### config.mk
export PLATFORM = sky130hd
export DESIGN_NAME = turn_scheduler
export DESIGN_NICKNAME = d
export VERILOG_FILES = /design/src/rtl/game_pkg.sv /design/src/rtl/turn_timer.sv /design/src/rtl/turn_scheduler.sv
export SDC_FILE = /design/constraint.sdc
export NUM_CORES = 1
export LEC_CHECK = 0
export CORE_ASPECT_RATIO = 1.25
export CORE_UTILIZATION = 55
export DETAILED_ROUTE_END_ITERATION = 8
export PLACE_DENSITY = 0.8
export SLEW_MARGIN = 20
export SYNTH_ARGS = -nofsm -noshare
export SYNTH_HDL_FRONTEND = slang
export SYNTH_SLANG_ARGS = --single-unit
export TNS_END_PERCENT = 1
### constraint.sdc
create_clock -name clk -period 5.92 [get_ports clk]
set_input_delay 0.592 -clock clk [delete_from_list [all_inputs] [get_ports clk]]
set_output_delay 0.592 -clock clk [all_outputs]
set_load 0.03 [all_outputs]
### src/rtl/game_pkg.sv
// Shared tic-tac-toe definitions: FSM state encoding, player codes and cell limits.
// Used by turn_scheduler and by the board controller.
package game_pkg;

    typedef enum logic [1:0] {
        ST_IDLE      = 2'd0,
        ST_WAIT_MOVE = 2'd1,
        ST_ISSUE     = 2'd2,
        ST_DONE      = 2'd3
    } state_e;

    localparam int          CELL_W   = 4;
    localparam logic [1:0]  P_NONE   = 2'd0;
    localparam logic [1:0]  P1       = 2'd1;
    localparam logic [1:0]  P2       = 2'd2;
    localparam logic [CELL_W-1:0] MAX_CELL = 4'd8;

    // Player who moves after p; anything that is not P1 hands over to P1.
    function automatic logic [1:0] other_player(input logic [1:0] p);
        return (p == P1) ? P2 : P1;
    endfunction

endpackage

### src/rtl/turn_timer.sv
// Per-turn up-counter: synchronous clear (dominant), hold (freeze) and an
// expire flag raised while the count sits at TURN_TIMEOUT-1.
module turn_timer
    import game_pkg::*;
#(
    parameter logic [31:0] TURN_TIMEOUT = 32'd500_000_000,
    parameter int          TMR_W        = 32
) (
    input  logic clk,
    input  logic reset,
    input  logic clear,
    input  logic hold,
    output logic expire
);

    logic [TMR_W-1:0] count_q;
    logic [TMR_W-1:0] count_d;

    // Next count: clear beats hold, otherwise count one per cycle.
    always_comb begin
        count_d = count_q;
        if (clear) begin
            count_d = '0;
        end else if (!hold) begin
            count_d = count_q + 1'b1;
        end
    end

    // Count register.
    always_ff @(posedge clk) begin
        if (reset) begin
            count_q <= '0;
        end else begin
            count_q <= count_d;
        end
    end

    assign expire = (count_q == TMR_W'(TURN_TIMEOUT - 32'd1));

endmodule

### src/rtl/turn_scheduler.sv
// turn_scheduler: grants the single move port to the player on turn, forwards
// one move per turn over valid/ready, auto-passes on timeout, halts on game_over.
// Optional macro ALT_FIRST_EN: first player alternates each game (P1, P2, ...);
// when undefined P1 always opens.
module turn_scheduler
    import game_pkg::*;
#(
    parameter logic [31:0] TURN_TIMEOUT = 32'd500_000_000,
    parameter int          TMR_W        = 32
) (
    input  logic              clk,
    input  logic              reset,
    input  logic              start,
    input  logic              game_over,
    input  logic              p1_req,
    input  logic [CELL_W-1:0] p1_cell,
    output logic              p1_ack,
    input  logic              p2_req,
    input  logic [CELL_W-1:0] p2_cell,
    output logic              p2_ack,
    output logic              mv_valid,
    output logic [CELL_W-1:0] mv_cell,
    output logic [1:0]        mv_player,
    input  logic              mv_ready,
    input  logic              mv_ok,
    output logic [1:0]        turn,
    output logic              reject_pulse,
    output logic              timeout_pulse
);

    state_e            state_q, state_d;
    logic [1:0]        turn_q, turn_d;
    logic              mv_valid_q, mv_valid_d;
    logic [CELL_W-1:0] mv_cell_q, mv_cell_d;
    logic [1:0]        mv_player_q, mv_player_d;
    logic              p1_ack_q, p1_ack_d;
    logic              p2_ack_q, p2_ack_d;
    logic              reject_q, reject_d;
    logic              timeout_q, timeout_d;
    logic              tmr_clear, tmr_hold, tmr_expire;
    logic              sel_req, req_ok;
    logic [CELL_W-1:0] sel_cell;
    logic [1:0]        first_player;

`ifdef ALT_FIRST_EN
    logic [1:0] first_q, first_d;
    assign first_player = first_q;
`else
    assign first_player = P1;
`endif

    turn_timer #(
        .TURN_TIMEOUT (TURN_TIMEOUT),
        .TMR_W        (TMR_W)
    ) u_timer (
        .clk    (clk),
        .reset  (reset),
        .clear  (tmr_clear),
        .hold   (tmr_hold),
        .expire (tmr_expire)
    );

    // Only the on-turn player's request is looked at; off-turn requests are dropped.
    always_comb begin
        sel_req  = (turn_q == P1) ? p1_req  : p2_req;
        sel_cell = (turn_q == P1) ? p1_cell : p2_cell;
        req_ok   = (state_q == ST_WAIT_MOVE) && sel_req && (sel_cell <= MAX_CELL);
    end

    // State register.
    always_ff @(posedge clk) begin
        if (reset) begin
            state_q <= ST_IDLE;
        end else begin
            state_q <= state_d;
        end
    end

    // Next-state logic; game_over outranks every other event while playing.
    always_comb begin
        state_d = state_q;
        case (state_q)
            ST_IDLE:      if (start) state_d = ST_WAIT_MOVE;
            ST_DONE:      if (start && !game_over) state_d = ST_WAIT_MOVE;
            ST_WAIT_MOVE: begin
                if (game_over)   state_d = ST_DONE;
                else if (req_ok) state_d = ST_ISSUE;
            end
            ST_ISSUE: begin
                if (game_over)     state_d = ST_DONE;
                else if (mv_ready) state_d = ST_WAIT_MOVE;
            end
            default:      state_d = ST_IDLE;
        endcase
    end

    // Output/datapath logic: turn, move payload, one-cycle pulses and timer control.
    always_comb begin
        turn_d      = turn_q;
        mv_valid_d  = mv_valid_q;
        mv_cell_d   = mv_cell_q;
        mv_player_d = mv_player_q;
        p1_ack_d    = 1'b0;
        p2_ack_d    = 1'b0;
        reject_d    = 1'b0;
        timeout_d   = 1'b0;
        tmr_clear   = 1'b0;
        tmr_hold    = 1'b0;
`ifdef ALT_FIRST_EN
        first_d     = first_q;
`endif
        case (state_q)
            ST_WAIT_MOVE: begin
                if (req_ok && !game_over) begin
                    // Timer is frozen from the accepting cycle so a rejected move resumes it intact.
                    tmr_hold    = 1'b1;
                    mv_valid_d  = 1'b1;
                    mv_cell_d   = sel_cell;
                    mv_player_d = turn_q;
                    p1_ack_d    = (turn_q == P1);
                    p2_ack_d    = (turn_q == P2);
                end else if (tmr_expire && !game_over) begin
                    turn_d    = other_player(turn_q);
                    tmr_clear = 1'b1;
                    timeout_d = 1'b1;
                end
            end
            ST_ISSUE: begin
                tmr_hold = 1'b1;
                if (mv_ready && !game_over) begin
                    mv_valid_d = 1'b0;
                    if (mv_ok) begin
                        turn_d    = other_player(turn_q);
                        tmr_clear = 1'b1;
                    end else begin
                        reject_d = 1'b1;
                    end
                end
            end
            default: begin
                tmr_clear = 1'b1;
                if (state_d == ST_WAIT_MOVE) turn_d = first_player;
            end
        endcase
        // Entering DONE aborts any handshake in flight and suppresses all pulses.
        if (state_d == ST_DONE && state_q != ST_DONE) begin
            turn_d     = P_NONE;
            mv_valid_d = 1'b0;
            tmr_clear  = 1'b1;
`ifdef ALT_FIRST_EN
            first_d    = other_player(first_q);
`endif
        end
    end

    // Output and payload registers.
    always_ff @(posedge clk) begin
        if (reset) begin
            turn_q      <= P_NONE;
            mv_valid_q  <= 1'b0;
            mv_cell_q   <= '0;
            mv_player_q <= P_NONE;
            p1_ack_q    <= 1'b0;
            p2_ack_q    <= 1'b0;
            reject_q    <= 1'b0;
            timeout_q   <= 1'b0;
`ifdef ALT_FIRST_EN
            first_q     <= P1;
`endif
        end else begin
            turn_q      <= turn_d;
            mv_valid_q  <= mv_valid_d;
            mv_cell_q   <= mv_cell_d;
            mv_player_q <= mv_player_d;
            p1_ack_q    <= p1_ack_d;
            p2_ack_q    <= p2_ack_d;
            reject_q    <= reject_d;
            timeout_q   <= timeout_d;
`ifdef ALT_FIRST_EN
            first_q     <= first_d;
`endif
        end
    end

    assign turn          = turn_q;
    assign mv_valid      = mv_valid_q;
    assign mv_cell       = mv_cell_q;
    assign mv_player     = mv_player_q;
    assign p1_ack        = p1_ack_q;
    assign p2_ack        = p2_ack_q;
    assign reject_pulse  = reject_q;
    assign timeout_pulse = timeout_q;

endmodule

==> flow_summary.yaml <==
pwr:
  peakVddDrop_mv: 0.203
  p_per_area_nw_per_um2: 310
  total_power_w: 0.000926
  p_leak_nw: 0.865
worst_setup_path:
  crit_required_ns: 6.13
  cpPeakStageDelay_ns: 0.73
  end_kind: "flip-flop"
  slowest_stage: "nor2b_1"
  crit_top_cell: "a21o_1"
  crit_path_cell_trace: "nor2b_1 > mux2i_1 > a21o_1 > a21o_1 > or4_1 > a211oi_1"
  crit_type: "flip-flop to flip-flop"
  arrival_ns: 3.38
  critPathLaunchType: "flip-flop"
  cp_max_fo: 19
yosys:
  synth.top_cells.by_count: "dfxtp_1, nor3_1, a211oi_1, xnor2_1, nand2_1"
  synth-seq-cells: 47
  synth_top_area_share: 0.362
  syn_nets: 310
  syn_inst: 289
  ys_warn_count: 0
  yosys.area.top_type: "dfxtp_1"
  synthesis.area_um2: 2600
  synthFlopType: "dfxtp_1"
  synth_edf_count: 0
  netlist_top_cells_area: "dfxtp_1, xnor2_1, a211oi_1"
  postSynthAreaPerCell_um2: 8.99
  yosysMostFrequentCell: "dfxtp_1"
  synth-seq-area-share: 0.362
  synth-async-reset-ratio: 0
  ys_types: 53
die:
  start_util: 0.583
  die_w_um: 63.5
  fp.coreArea_um2: 4460
  io_pins: 29
  die_y_um: 78.9
  die_area_um2: 5010
  row_count: 27
cts:
  cts_max_level: 2
  cts_root_buffer: "clkbuf_8"
  cts.repair.resized: 0
  cts_sinks: 47
  cts_tree: "built"
  postCtsSetupRepairBufs: 0
  insertion_delay_ns: 0.31
  numCtsBuffers: 5
  holdBufCountCts: 0
  clockBufferDepth: 2
  path_clk_slew_ns: 0.09
timing:
  fin_tns_setup_ns: 0
  fin_skew_ns: 0.00798
  slew_headroom: 0.411
  fin_crit_ns: 3.16
  hold_violations: 0
  drv_slew: 0
  layout_setup_ws_ns: 2.76
  finalSetupViolCount: 0
  fmax_mhz: 316
  min_period_over_period: 0.535
  grt_setup_unrepaired: "false"
  tightest_slew_ns: 0.882
placed_design:
  place_ws_ns: 2.73
  place_hpwl_um: 4060
  gp_congestion: 0.851
  portBuffers: 28
  dp_cells: 363
grt:
  grtUsageTotal: 0.251
  grt.overflow.total: 0
  grt_max_degree: 36
  grt_antenna_before_repair: 0
  first_global_vias: 2173
  grt_pass1_wl_um: 9990
routing:
  wl_per_cell_um: 15.9
  drcViolationCount: 0
  drt-vias-per-instance: 6.22
  dr.pass1.iters: 4
  ant_nets: 0
  route.vias.total: 2308
  drt_iter0_drc: 137
  wirelength_um: 5890
layout:
  final_core_util: 0.669
  nNetsFinal: 333
  n_fill_cell: 379
  diodes: 0
  drive_above_1_share: 0.0607
  fin_cells: 371
  layout-area-overhead-vs-synth_pct: 14.9
status:
  status: "finished clean"
min_path:
  hp-class: "flip-flop to flip-flop"
flow_run:
  cap_violations: 0
-- kinds of logic (layout without fill, tap and decap cells) --
group | count (synthesis) | count (layout) | share of synthesized area
AND/OR/NAND/NOR | 116 | 116 | 0.260
AO/OA/AOI/OAI | 69 | 69 | 0.203
flip-flops | 47 | 47 | 0.362
buffers and inverters | 23 | 47 | 0.0453
XOR/XNOR | 21 | 21 | 0.0708
multiplexers | 8 | 8 | 0.0356
adder cells (fa/ha/maj) | 5 | 5 | 0.0241
-- where the power goes --
group	internal, W	switching, W	leakage, nW	total [W]
Combinational	0.000123	0.000237	0.438	0.000361
Sequential	0.000336	0.0000186	0.380	0.000354
Clock	0.0000955	0.000115	0.0474	0.000210
Total	0.000555	0.000371	0.865	0.000926
-- sequential cells by signal, indices dropped and copies added, names as in the netlist --
name	flops
mv_cell	4
mv_player	2
mv_valid	1
p1_ack	1
p2_ack	1
reject_pulse	1
state_q	2
timeout_pulse	1
turn	2
u_timer.count_q	32
-- cell type report --
cell class	instances	area, um^2	area share
multi-input cells	219	1540	0.516
flip-flops and latches	47	941	0.315
repair buffers	31	303	0.101
clock buffers	6	82.6	0.0277
well taps	58	72.6	0.0243
inverters	8	30.0	0.0101
clock inverters	2	16.3	0.00545
-- critical path: cells and delay by family (launching register included) --
family           cells  cell delay [ns]
AO/OA/AOI/OAI        3             1.08
AND/OR/NAND/NOR      2             1.27
multiplexers         1             0.30
flip-flops           1             0.41
-- worst paths after layout --
check / start / endpoint / slack, ns / cells past startpoint
max reg2reg: turn[0] / u_timer.count_q[30] / 2.76 / 6
min: u_timer.count_q[14] / u_timer.count_q[14] / 0.50 / 2
min reg2reg: u_timer.count_q[14] / u_timer.count_q[14] / 0.50 / 2
max: turn[0] / u_timer.count_q[30] / 2.76 / 6
-- stage by stage --
step	hold slack, ns	area (um^2)
finish	0.502	2990
global route	0.524	2990
CTS	0.500	2990
detailed placement	0.483	2890
global placement	0.469	2890
floorplan	0.456	2600
-- cells in the final DEF (no fill, tap or decap), types with 2 or more instances in the layout --
cell type / Yosys / layout
inv_1: 8 / 8
a21oi_1: 7 / 7
nor4b_1: 2 / 2
nand2_1: 16 / 16
nand4_1: 7 / 7
buf_4: 1 / 3
and4b_1: 2 / 2
a21o_1: 2 / 2
dfxtp_1: 47 / 47
o21ai_0: 9 / 9
clkbuf_8: 0 / 6
and4_1: 7 / 7
ha_1: 5 / 5
and3_1: 3 / 3
a2111oi_0: 7 / 7
and2_1: 3 / 3
nor2_1: 14 / 14
a2111oi_1: 2 / 2
nor3b_1: 3 / 3
o21bai_1: 2 / 2
xor2_1: 3 / 3
mux2i_1: 7 / 7
nor3_1: 24 / 24
o31ai_1: 5 / 5
o2111ai_1: 2 / 2
xnor2_1: 18 / 18
clkdlybuf4s50_1: 0 / 28
or3_1: 7 / 7
a211oi_1: 20 / 20
nand2b_1: 2 / 2
nor2b_1: 2 / 2
or4_1: 5 / 5
nand3_1: 14 / 14
-- per-layer routing --
| layer | vias up | share of wire | track usage |
|---|---|---|---|
| met1 | 1103 | 0.45 | 0.303 |
| li1 | 1146 | - | - |
| met5 | - | 0 | 0 |
| met2 | 52 | 0.49 | 0.426 |
| met3 | 7 | 0.046 | 0.0589 |
| met4 | 0 | 0.016 | 0.100 |
Note: power is estimated with default switching activity, not from simulation.
